### config.mk
export PLATFORM = sky130hd
export DESIGN_NAME = sw_debounce
export DESIGN_NICKNAME = d
export VERILOG_FILES = /design/src/rtl/sw_debounce.sv
export SDC_FILE = /design/constraint.sdc
export NUM_CORES = 1
export LEC_CHECK = 0
export CAP_MARGIN = 20
export CORE_MARGIN = 3
export CORE_UTILIZATION = 30
export CTS_CLUSTER_SIZE = 14
export DETAILED_ROUTE_END_ITERATION = 16
export PLACE_DENSITY = 0.58
export SYNTH_ARGS = -nofsm -noshare
export SYNTH_HDL_FRONTEND = slang
export SYNTH_SLANG_ARGS = --single-unit
export TNS_END_PERCENT = 20
### constraint.sdc
create_clock -name clk -period 2.18 [get_ports clk]
set_input_delay 0.436 -clock clk [delete_from_list [all_inputs] [get_ports clk]]
set_output_delay 0.436 -clock clk [all_outputs]
set_load 0.1 [all_outputs]
### src/rtl/sw_debounce.sv
// -----------------------------------------------------------------------------
// sw_debounce
//
// Conditions N_SW bouncing slide-switch inputs. The module has four stages:
//   1. A 2-flop synchronizer (sync1, sync2) per bit.
//   2. A 21-bit per-bit debounce counter. The counter clears while sync2
//      matches the accepted level.
//   3. Acceptance. sync2 is accepted once it has differed from the accepted
//      level for DEBOUNCE_CYCLES consecutive comparisons.
//   4. A start-up SETTLE/RUN FSM. It masks rise/fall events and rise counting
//      until the settle window has elapsed. This stops switches that are
//      already on at power-up from producing events.
//
// Optional feature: when the macro SW_DEBOUNCE_RISE_CNT_EN is defined, each
// rise_cnt byte is an 8-bit wrapping count of sw_rise pulses. Without the
// macro, rise_cnt is tied to zero and no counter registers exist.
//
// Ports
//   clk        in   1       system clock (125 MHz), rising edge
//   rst        in   1       synchronous, active-high reset
//   sw         in   N_SW    raw switch pins (asynchronous, bouncing)
//   sw_stable  out  N_SW    debounced switch levels
//   sw_rise    out  N_SW    one-cycle pulse on an accepted 0->1 change
//   sw_fall    out  N_SW    one-cycle pulse on an accepted 1->0 change
//   sw_valid   out  1       high once the start-up settle window has elapsed
//   rise_cnt   out  8*N_SW  per-switch rise counters, switch i in [8i+7:8i]
// -----------------------------------------------------------------------------
module sw_debounce #(
    parameter int N_SW            = 2,
    parameter int DEBOUNCE_CYCLES = 1250000
) (
    input  logic                clk,
    input  logic                rst,
    input  logic [N_SW-1:0]     sw,
    output logic [N_SW-1:0]     sw_stable,
    output logic [N_SW-1:0]     sw_rise,
    output logic [N_SW-1:0]     sw_fall,
    output logic                sw_valid,
    output logic [8*N_SW-1:0]   rise_cnt
);

    // Last count value before acceptance, and last settle count before RUN.
    localparam logic [20:0] DEB_LAST    = 21'(DEBOUNCE_CYCLES - 1);
    localparam logic [21:0] SETTLE_LAST = 22'(DEBOUNCE_CYCLES + 1);

    typedef enum logic [0:0] {
        SETTLE = 1'b0,
        RUN    = 1'b1
    } state_t;

    state_t            state_r;
    state_t            state_nxt_s;
    logic [21:0]       settle_cnt_r;
    logic              settle_done_s;
    logic              valid_r;

    logic [N_SW-1:0]   sync1_r;
    logic [N_SW-1:0]   sync2_r;
    logic [N_SW-1:0]   stable_r;
    logic [20:0]       deb_cnt_r [N_SW];
    logic [N_SW-1:0]   differ_s;
    logic [N_SW-1:0]   accept_s;
    logic [N_SW-1:0]   rise_nxt_s;
    logic [N_SW-1:0]   fall_nxt_s;
    logic              events_en_s;
    logic [N_SW-1:0]   rise_r;
    logic [N_SW-1:0]   fall_r;

    // Start-up FSM next-state logic: leave SETTLE after DEBOUNCE_CYCLES+2 edges.
    always_comb begin
        settle_done_s = (settle_cnt_r == SETTLE_LAST);
        state_nxt_s   = state_r;
        case (state_r)
            SETTLE: begin
                if (settle_done_s) begin
                    state_nxt_s = RUN;
                end else begin
                    state_nxt_s = SETTLE;
                end
            end
            RUN: begin
                state_nxt_s = RUN;
            end
            default: begin
                state_nxt_s = SETTLE;
            end
        endcase
    end

    // Start-up FSM state, settle counter and registered sw_valid.
    always_ff @(posedge clk) begin
        if (rst) begin
            state_r      <= SETTLE;
            settle_cnt_r <= 22'd0;
            valid_r      <= 1'b0;
        end else begin
            state_r <= state_nxt_s;
            valid_r <= (state_nxt_s == RUN);
            if (state_r == SETTLE) begin
                settle_cnt_r <= settle_cnt_r + 22'd1;
            end else begin
                settle_cnt_r <= settle_cnt_r;
            end
        end
    end

    // Two-flop synchronizer for the asynchronous switch pins.
    always_ff @(posedge clk) begin
        if (rst) begin
            sync1_r <= {N_SW{1'b0}};
            sync2_r <= {N_SW{1'b0}};
        end else begin
            sync1_r <= sw;
            sync2_r <= sync1_r;
        end
    end

    // Per-bit acceptance decode, and edge events gated by the RUN state.
    always_comb begin
        events_en_s = (state_r == RUN);
        differ_s    = sync2_r ^ stable_r;
        accept_s    = {N_SW{1'b0}};
        for (int i = 0; i < N_SW; i++) begin
            accept_s[i] = differ_s[i] && (deb_cnt_r[i] == DEB_LAST);
        end
        rise_nxt_s = accept_s & sync2_r & {N_SW{events_en_s}};
        fall_nxt_s = accept_s & ~sync2_r & {N_SW{events_en_s}};
    end

    // Debounce counters and accepted levels. A glitch back to the accepted
    // level clears the count, even on the last cycle before acceptance.
    always_ff @(posedge clk) begin
        if (rst) begin
            stable_r <= {N_SW{1'b0}};
            for (int i = 0; i < N_SW; i++) begin
                deb_cnt_r[i] <= 21'd0;
            end
        end else begin
            for (int i = 0; i < N_SW; i++) begin
                if (!differ_s[i]) begin
                    deb_cnt_r[i] <= 21'd0;
                end else if (accept_s[i]) begin
                    deb_cnt_r[i] <= 21'd0;
                    stable_r[i]  <= sync2_r[i];
                end else begin
                    deb_cnt_r[i] <= deb_cnt_r[i] + 21'd1;
                end
            end
        end
    end

    // Registered one-cycle rise/fall pulses, aligned with the sw_stable change.
    always_ff @(posedge clk) begin
        if (rst) begin
            rise_r <= {N_SW{1'b0}};
            fall_r <= {N_SW{1'b0}};
        end else begin
            rise_r <= rise_nxt_s;
            fall_r <= fall_nxt_s;
        end
    end

`ifdef SW_DEBOUNCE_RISE_CNT_EN
    logic [8*N_SW-1:0] rise_cnt_r;

    // Per-switch 8-bit rise counters, wrapping 255 -> 0.
    always_ff @(posedge clk) begin
        if (rst) begin
            rise_cnt_r <= {(8*N_SW){1'b0}};
        end else begin
            for (int i = 0; i < N_SW; i++) begin
                if (rise_nxt_s[i]) begin
                    rise_cnt_r[8*i +: 8] <= rise_cnt_r[8*i +: 8] + 8'd1;
                end else begin
                    rise_cnt_r[8*i +: 8] <= rise_cnt_r[8*i +: 8];
                end
            end
        end
    end

    assign rise_cnt = rise_cnt_r;
`else
    assign rise_cnt = {(8*N_SW){1'b0}};
`endif

    assign sw_stable = stable_r;
    assign sw_rise   = rise_r;
    assign sw_fall   = fall_r;
    assign sw_valid  = valid_r;

endmodule
======== Yosys cells after proc, flatten, opt, wreduce, memory -nomap -nowiden ========
Memories as Yosys holds them, arrays and structs flattened.
Index checks and enable logic that the tools add are counted.
storage, ports and cells
  bits in registers ....................... 33
  bits in latches ......................... 0
  memory bits (writable) .................. 42
  bits in read-only memories .............. 0
  bits of input ports ..................... 4
  output and inout port bits .............. 23
  logic and storage cells ................. 64
  memories ................................ 1
cells by class
  $add $sub $neg .......................... 3
  multiply operators ...................... 0
  divide/modulo/power cells ............... 0
  $lt $le $gt $ge ......................... 0
  equal/unequal tests ..................... 3
  shifts and indexed selects .............. 0
  muxes and demuxes ....................... 32
  bitwise operators ....................... 13
  reductions and logical operators ........ 4
memories
  memory     words  bits a word  read ports  clocked after Yosys merged registers in  wr ports  RTL line  source
  deb_cnt_r  2      21           2           0                                        2         60        logic [20:0] deb_cnt_r [N_SW];
operator list
  kind                     count
  $mux W21                 6
  $add A21 B1 Y21 const B  2
  $eq A21 B21 Y1 const B   2
  $mux W1                  25
  $add A22 B1 Y22 const B  1
  $eq A22 B21 Y1 const B   1
  $and A2 B2 Y2            4
  $or A1 B1 Y1             6
  $reduce_and A2 Y1        2
  $logic_and A1 B1 Y1      2
  $not A2 Y2               1
  $pmux W1 S2              1
  $xor A2 B2 Y2            1
  $not A1 Y1               1

======== Longest topological paths before layout ========
An unclocked memory read counts as a cell.
  depth in word-level cells ............... 9
  depth in mapped cells ................... 7
  depth with buffers taken out ............ 5

======== Worst setup path before layout ========
No wires, ideal clock.
  path kind ............................... reg2reg
  start ................................... memory deb_cnt_r[0][4]
  end ..................................... memory deb_cnt_r[0][10] (data pin)
  arrival ................................. 1.964 ns
  data required time ...................... 1.926 ns
  path slack .............................. -0.039 ns
  cell stages (with the launch flop) ...... 7
  path buffers ............................ 2
  cell sequence ........................... edfxtp_1 buf_6 or4_1 or4_4 o21ai_4 buf_6 nor2_1
RTL lines
  item                RTL line
  start: declaration  60

==> results.py <==
metrics = {
    "status": {
        "status": "finished clean",
    },
    "drt": {
        "wl_per_cell_microns": 11.6,
        "drc_errors": 0,
        "drt_first_pass_iters": 4,
        "totalWireLength_mm": 7.45,
        "via_per_inst": 4.66,
        "dr_total_vias": 2981,
        "dr.first_iter.drc_count": 110,
        "antenna_left": 0,
    },
    "synth": {
        "syn_avg_cell_area_sq_um": 9.81,
        "synth_edf_count": 42,
        "synth_most_common_cell": "nor2_1",
        "yosys_warnings": 0,
        "synthCells": 396,
        "ys_seq_area_frac": 0.495,
        "synth.top_cells.by_count": "nor2_1 (45), edfxtp_1 (42), dfxtp_1 (33)",
        "synth.top_cell.area_share": 0.325,
        "synth.area.top_cells": "edfxtp_1 (32%), dfxtp_1 (17%), xor2_1 (5.2%)",
        "synth_top_area_cell": "edfxtp_1",
        "synthArstFlopShare": 0,
        "ys.flop_type": "edfxtp_1",
        "syn_area_sq_um": 3880,
        "yosys_register_bits": 75,
        "yosys.cell_types.count": 40,
    },
    "critical_path": {
        "r2r_cells": 4,
        "cp-start-kind": "flop",
        "cp_top_family": "simple AND/OR/NAND/NOR gates",
        "crit_slowest_cell": "or4_4",
        "path_cells": "or4_1 -> or4_4 -> or2_4 -> and3_4",
        "crit_type": "flop to flop",
        "critPathBufInv": 0,
        "slowest_delay_ns": 0.58,
        "crit_arrival_ns": 2.26,
        "required_ns": 2.28,
        "worst-path-stages": 4,
        "cp_max_fo": 3,
        "end_kind": "flop",
    },
    "run": {
        "maxCapViolCount": 0,
    },
    "floorplan": {
        "die_w_microns": 120,
        "die_area_sq_um": 14300,
        "rows": 40,
        "die_height_microns": 120,
        "core_sq_um": 12300,
        "initial_utilization": 0.315,
        "io_pins": 27,
    },
    "placed_design": {
        "io_buffers": 10,
        "dp_slack_ns": 0.0268,
        "dp_hpwl_mm": 5.46,
        "dpl_cell_area_sq_um": 4360,
        "gp_congestion": 0.829,
        "placed_cells": 623,
    },
    "sta": {
        "setup_tns_ns": 0,
        "fin_crit_ns": 2.17,
        "final_hold_viol_count": 0,
        "post-route-period-util": 0.994,
        "fmax_mhz": 462,
        "fin_skew_ns": 0.00631,
        "maxSlewViolCount": 0,
        "setup_ws_ns": 0.0140,
        "grt_setup_unrepaired": "true",
        "hold_ws_ns": 0.437,
        "setup_viol": 0,
    },
    "cells_and_area": {
        "drive_above_1_share": 0.114,
        "n_antenna_cell": 0,
        "fin_util": 0.383,
        "fin_area_sq_um": 4720,
        "fin_nets": 475,
        "synthToLayoutAreaGrowth_pct": 21.5,
        "fin_cells": 640,
    },
    "global_routing": {
        "grt_overflow": 0,
        "track_usage": 0.111,
        "antenna_found_initial": 0,
        "grt_pass1_vias": 2743,
        "grt_pass1_wl_mm": 12.6,
        "grt_max_degree": 16,
    },
    "power": {
        "leakagePower_nw": 1.64,
        "irDropWorstVdd_uv": 304,
        "finalPower_mw": 3.36,
        "p_per_area_nw_per_um2": 713,
    },
    "clock_network": {
        "cts_buffers": 9,
        "cts.htree.levels": 3,
        "clock_path_buffers": 2,
        "clockRootBuffer": "clkbuf_16",
        "worstSkewPairLatency_ns": 0.34,
        "hold_buffers": 0,
        "cts.sinks": 75,
        "cts_tree": "built",
        "path_clk_slew_ns": 0.06,
    },
    "worst_hold_path": {
        "hold-path-cell-count": 1,
        "hp-class": "flop to flop",
    },
}
repair_timing:
item                                    4_1_cts  5_1_grt
gates resized for setup                       0        7
buffers inserted                              0        1
endpoints found under the setup margin        0       15
worst reg2reg max path: stages (launching register included):
cell      delay [ns]
edfxtp_1        0.38
or4_1           0.54
or4_4           0.58
or2_4           0.26
and3_4          0.17
layout make-up:
class                           count  area (sq um)
Tap cell                          168           210
Clock buffer                       14           307
Multi-Input combinational cell    344          1990
Timing Repair Buffer               32           255
Sequential cell                    75          1920
Fill cell                        1245          7590
Inverter                            5          18.8
Clock inverter                      2          13.8
per-layer routing:
metal,part of all wire,vias to the layer above,GRT usage,wire length (microns)
met5,0,-,0,0
met4,0.029,0,0.0730,216
met3,0.027,13,0.0264,198
met2,0.44,43,0.163,3270
met1,0.51,1406,0.143,3760
li1,-,1519,-,-
cell families after synthesis:
kind of cell | after synthesis | synth area share
compound gates | 47 | 0.0712
xor+xnor | 40 | 0.0902
fa+ha+maj | 4 | 0.0129
buf+inv | 33 | 0.0515
flops | 75 | 0.495
other cells | 2 | 0.00193
simple gates | 195 | 0.277
flip-flops by register name (all words and copies together) (netlist names):
register and cells:
deb_cnt_r 42, sw_stable 2, sync2_r 2, sw_valid 1
sw_fall 2, sync1_r 2, settle_cnt_r 22, sw_rise 2
cell usage in the layout (no fill, tap or decap), types with 4 or more instances in the layout:
cell,instances
a21oi_1,17
and2_1,5
and3_1,8
and4_1,7
buf_4,27
clkbuf_16,11
conb_1,58
dfxtp_1,33
edfxtp_1,42
ha_1,4
inv_1,5
nand2_1,18
nand2b_1,6
nand3_1,22
nand4_1,20
nor2_1,45
nor2b_1,9
nor3_1,11
nor4_1,9
nor4b_1,4
o21ai_0,14
o31ai_1,8
or3_1,12
or4_1,9
xnor2_1,17
xor2_1,23
power by group:
| group | switching (mW) | internal (mW) | leakage (nW) |
|---|---|---|---|
| Combinational | 0.186 | 0.0562 | 0.784 |
| Clock | 0.573 | 0.972 | 0.159 |
| Sequential | 0.0418 | 1.53 | 0.700 |
| Total | 0.800 | 2.56 | 1.64 |
final timing paths:
check	startpoint	end	slack (ns)
worst max-delay path	deb_cnt_r[0][5]$_SDFFCE_PN0P_	deb_cnt_r[0][1]$_SDFFCE_PN0P_	0.01
worst min-delay path	sync1_r[1]$_SDFF_PP0_	sync2_r[1]$_SDFF_PP0_	0.44
worst max register to register	deb_cnt_r[0][5]$_SDFFCE_PN0P_	deb_cnt_r[0][1]$_SDFFCE_PN0P_	0.01
worst min register to register	sync1_r[1]$_SDFF_PP0_	sync2_r[1]$_SDFF_PP0_	0.44
(Power assumes the default switching activity.)
